File: config.mk
export PLATFORM = sky130hd
export DESIGN_NAME = regfile_arbiter
export DESIGN_NICKNAME = d
export VERILOG_FILES = /design/src/rtl/regfile_arbiter_pkg.sv /design/src/rtl/rr_arbiter_2.sv /design/src/rtl/regfile_arbiter.sv
export SDC_FILE = /design/constraint.sdc
export NUM_CORES = 1
export LEC_CHECK = 0
export ABC_AREA = 0
export CORE_MARGIN = 5
export CORE_UTILIZATION = 33
export CTS_BUF_LIST = sky130_fd_sc_hd__clkbuf_8
export CTS_CLUSTER_DIAMETER = 120
export CTS_CLUSTER_SIZE = 40
export DETAILED_ROUTE_END_ITERATION = 10
export HOLD_SLACK_MARGIN = 0.05
export PLACE_DENSITY = 0.85
export REMOVE_ABC_BUFFERS = 1
export SLEW_MARGIN = 20
export SYNTH_ARGS = -nofsm -noshare
export SYNTH_HDL_FRONTEND = slang
export SYNTH_HIERARCHICAL = 1
export SYNTH_SLANG_ARGS = --single-unit
File: constraint.sdc
create_clock -name clk -period 3.1 [get_ports clk]
set_input_delay 0.62 -clock clk [delete_from_list [all_inputs] [get_ports clk]]
set_output_delay 0.62 -clock clk [all_outputs]
set_load 0.01 [all_outputs]
File: src/rtl/regfile_arbiter_pkg.sv
// Shared definitions for the two-requester register-file arbiter:
// default bus widths and the RUN/CLEAR controller state encoding.
package regfile_arbiter_pkg;

  localparam int DW_DEFAULT = 8;
  localparam int AW_DEFAULT = 2;

  typedef enum logic {
    ST_RUN   = 1'b0,
    ST_CLEAR = 1'b1
  } state_e;

endpackage

File: src/rtl/rr_arbiter_2.sv
// Two-way round-robin arbiter: combinational one-hot grant, zero latency.
// On contention the pointer moves to the loser; otherwise it holds.
module rr_arbiter_2 (
  input  logic       clk,
  input  logic       rst,
  input  logic [1:0] req,
  output logic [1:0] gnt
);

  logic rr_q, rr_d;

  always_comb begin
    gnt  = 2'b00;
    rr_d = rr_q;
    case (req)
      2'b01: gnt = 2'b01;
      2'b10: gnt = 2'b10;
      2'b11: begin
        gnt  = rr_q ? 2'b10 : 2'b01;
        rr_d = ~rr_q;
      end
      default: gnt = 2'b00;
    endcase
  end

  always_ff @(posedge clk or negedge rst) begin
    if (!rst) begin
      rr_q <= 1'b0;
    end else begin
      rr_q <= rr_d;
    end
  end

endmodule

File: src/rtl/regfile_arbiter.sv
// Arbitrates two requesters onto a single-port register file; grant and rf access are
// combinational, read data returns one cycle later. A clear sequence zeroes every entry.
module regfile_arbiter
  import regfile_arbiter_pkg::*;
#(
  parameter int DW = DW_DEFAULT,
  parameter int AW = AW_DEFAULT
) (
  input  logic            clk,
  input  logic            rst,
  input  logic [1:0]      req,
  input  logic [1:0]      we,
  input  logic [2*AW-1:0] addr,
  input  logic [2*DW-1:0] wdata,
  output logic [1:0]      gnt,
  output logic [1:0]      rvalid,
  output logic [DW-1:0]   rdata,
  input  logic            clr_start,
  output logic            clr_busy,
  output logic            rf_w_en,
  output logic [AW-1:0]   rf_w_addr,
  output logic [DW-1:0]   rf_w_data,
  output logic            rf_r_en,
  output logic [AW-1:0]   rf_r_addr,
  input  logic [DW-1:0]   rf_r_data
);

  state_e        state_q, state_d;
  logic [AW-1:0] cnt_q, cnt_d;
  logic [1:0]    rvalid_q, rvalid_d;

  logic          run, clearing;
  logic [1:0]    req_run;
  logic          sel, sel_we;
  logic [AW-1:0] sel_addr;
  logic [DW-1:0] sel_wdata;

  // Qualifying with rst makes every combinational output drop the moment reset asserts.
  assign run      = rst && (state_q == ST_RUN);
  assign clearing = rst && (state_q == ST_CLEAR);
  assign req_run  = req & {2{run}};

  rr_arbiter_2 u_arb (
    .clk (clk),
    .rst (rst),
    .req (req_run),
    .gnt (gnt)
  );

  assign sel       = gnt[1];
  assign sel_we    = sel ? we[1] : we[0];
  assign sel_addr  = sel ? addr[AW +: AW] : addr[0 +: AW];
  assign sel_wdata = sel ? wdata[DW +: DW] : wdata[0 +: DW];

  always_comb begin
    state_d   = state_q;
    cnt_d     = cnt_q;
    rvalid_d  = 2'b00;
    rf_w_en   = 1'b0;
    rf_w_addr = '0;
    rf_w_data = '0;
    rf_r_en   = 1'b0;
    rf_r_addr = '0;
    if (clearing) begin
      rf_w_en   = 1'b1;
      rf_w_addr = cnt_q;
      cnt_d     = cnt_q + AW'(1);
      if (&cnt_q) begin
        state_d = ST_RUN;
      end
    end else if (|gnt) begin
      if (sel_we) begin
        rf_w_en   = 1'b1;
        rf_w_addr = sel_addr;
        rf_w_data = sel_wdata;
      end else begin
        rf_r_en   = 1'b1;
        rf_r_addr = sel_addr;
        rvalid_d  = gnt;
      end
    end
    // The grant in this same cycle still completes; the clear starts on the next one.
    if (run && clr_start) begin
      state_d = ST_CLEAR;
      cnt_d   = '0;
    end
  end

  always_ff @(posedge clk or negedge rst) begin
    if (!rst) begin
      state_q  <= ST_RUN;
      cnt_q    <= '0;
      rvalid_q <= 2'b00;
    end else begin
      state_q  <= state_d;
      cnt_q    <= cnt_d;
      rvalid_q <= rvalid_d;
    end
  end

  assign rvalid   = rvalid_q;
  assign rdata    = (|rvalid_q) ? rf_r_data : '0;
  assign clr_busy = clearing;

endmodule

==> out/results.ini <==
[synth]
seq_area_frac_synth=0.237
synth_edf_count=0
async_flop_share=1.00
synthFlopType=dfrtp_1
ys_ff_latch=6
synthCells=68
ys_types=29
synth_area_um2=633
ys_warn_count=6
avgSynthCellArea_um2=9.31

[detailed_routing]
wl_per_cell_um=17.4
viasPerCell=5.28
drtIter0Drc=9
wl_mm=3.01
drt.antenna.violating_nets=0
firstDrtPassIters=4
via_count=913
drc=0

[final_layout]
fin_area_um2=1510
final_layout_size_suffix_gt1_frac=0.331
final_cells=173
num_antenna_cells=0
final_common_cell=clkdlybuf4s50_1
final_cell_mix=clkdlybuf4s50_1, buf_4, nor2b_1
syn2layout_area_growth_pct=139
nets=186

[sta]
finalHoldViolCount=0
rsz0062_at_grt=false
finalSetupViolCount=0
clock.fmax_mhz=331
slew_headroom=0.692
fin_ws_ns=0.0827
worst_pin_slew_ns=0.460
skew_ns=0.0000995
min_period_over_period=0.973
layout_min_cycle_time_ns=3.02
tns_ns=0
report.final.slew_viol_count=0

[status]
status=completed

[clocking]
clockBufferDepth=2
cts_tree=built
cts_buffers=3
clkTransAtPathRegs_ns=0.03
insertion_delay_ns=0.22
root_buffer=clkbuf_8
htreeDepth=1
clock_sinks=6

[worst_setup_path]
crit_type=in -> out
max_stage_delay_ns=0.30
cp_common_cell=buf_6
rrSetupSlack_ns=1.47
cp.arrival_ns=2.40
cp.required_ns=2.48
end_kind=primary output
cp-start-kind=input pin
cp_slowest_cell=clkdlybuf4s15_1
crit_chain=dlygate4sd2_1, and3b_2, buf_6, a21boi_4, mux2i_4, buf_6, nor4_1, clkdlybuf4s15_1
path_max_fanout=5

[global_route]
grt_antenna_before_repair=0
grt_util_all_layers=0.195
grt_max_degree=18
grt_pass1_vias=945
grt_pass1_wl_mm=4.11
overflow=0

[min_path]
hold_path.class=in -> async

[floorplanning]
die_w_um=53.8
num_rows=15
dieArea_um2=2890
core_area_um2=1780
pin_count=62
initial_utilization=0.355
die_h_um=53.8

[placed_design]
io_buffers=61
dpl_worst_slack_ns=-0.549
place_area_um2=1350
placed_cells=165
routabilityCongestion=0.752

[power]
cellPowerDensity_nw_per_um2=428
ir_drop_v=0.000665
p_leak_nw=0.632

[job]
max_cap_viol_count=0

[power by group]
part | leakage (nW) | switching, W | total, W | internal (W)
logic | 0.536 | 0.000177 | 0.000403 | 0.000226
registers | 0.0752 | 0.0000262 | 0.000130 | 0.000104
clock network | 0.0216 | 0.0000310 | 0.000114 | 0.0000832
total | 0.632 | 0.000234 | 0.000648 | 0.000414
[worst max-delay path: cells and delay by family]
kind	cells	cell delay, ns
AND/OR/NAND/NOR	2	0.53
buffers and inverters	4	0.84
AO/OA/AOI/OAI	1	0.25
multiplexers	1	0.15
[final cells by class]
class,count,area (um^2)
Timing Repair Buffer,81,767
Multi-Input combinational cell,57,520
Fill cell,101,269
Sequential cell,6,150
Clock buffer,3,41.3
Tap cell,25,31.3
Inverter,1,3.75
[flip-flops by register name (all words and copies together), names as in the netlist]
name        cells
cnt_q           2
u_arb/rr_q      1
state_q         1
rvalid          2
[cells in the mapped netlist (2+ instances only)]
master	count	area [um^2]
nand2_1	2	7.51
nand3b_1	2	15.0
nor2b_1	8	50.1
nand3_1	2	10.0
dfrtp_1	6	150
nor2_1	3	11.3
nand2b_1	2	12.5
and3b_1	2	17.5
mux2i_1	10	100
buf_4	2	15.0
a211oi_2	2	25.0
o41ai_1	2	17.5
nor4_1	8	50.1
a21oi_1	2	10.0
[per-layer routing]
layer / vias to the layer above / wire, um / share of wire / track usage
li1: 423 / - / - / -
met1: 422 / 970 / 0.32 / 0.177
met2: 60 / 1640 / 0.54 / 0.373
met3: 8 / 309 / 0.10 / 0.0886
met4: 0 / 93 / 0.031 / 0.0681
met5: - / 0 / 0 / 0
[cells by family (layout without fill, tap and decap cells)]
kind of cell / after synthesis / in the layout / synth area share
adder cells (fa/ha/maj): 1 / 1 / 0.0198
buffers and inverters: 5 / 85 / 0.0711
XOR/XNOR: 1 / 1 / 0.0138
multiplexers: 12 / 12 / 0.198
AO/OA/AOI/OAI: 11 / 11 / 0.138
AND/OR/NAND/NOR: 32 / 32 / 0.322
flip-flops: 6 / 6 / 0.237
[path summary, 6_finish.rpt]
check                                      from                   end  cells after the start
max                                         rst          rf_w_data[0]                      8
min in group clk           cnt_q[1]$_DFFE_PN0P_  cnt_q[1]$_DFFE_PN0P_                      1
min                                         rst   rvalid[0]$_DFF_PN0_                      2
max in group asynchronous                   rst   state_q$_DFFE_PN0P_                      2
min reg2reg                cnt_q[1]$_DFFE_PN0P_  cnt_q[1]$_DFFE_PN0P_                      1
max reg2reg                 state_q$_DFFE_PN0P_   rvalid[1]$_DFF_PN0_                      6
[per-stage QoR]
step	total power, W	hold slack, ns	util
2_1_floorplan	0.000277	0.324	-
3_3_place_gp	0.000455	0.483	0.757
3_5_place_dp	0.000463	0.494	0.757
4_1_cts	0.000603	0.484	0.809
5_1_grt	0.000694	0.518	0.849
6_report	0.000648	0.501	0.849
[repair_timing]
item | in CTS | in global routing
setup buffers | 2 | 3
hold buffers | 0 | 0
endpoints found under the setup margin | 16 | 14
gates resized for setup | 30 | 44
pin swaps | 2 | 2
(Power assumes the default switching activity.)
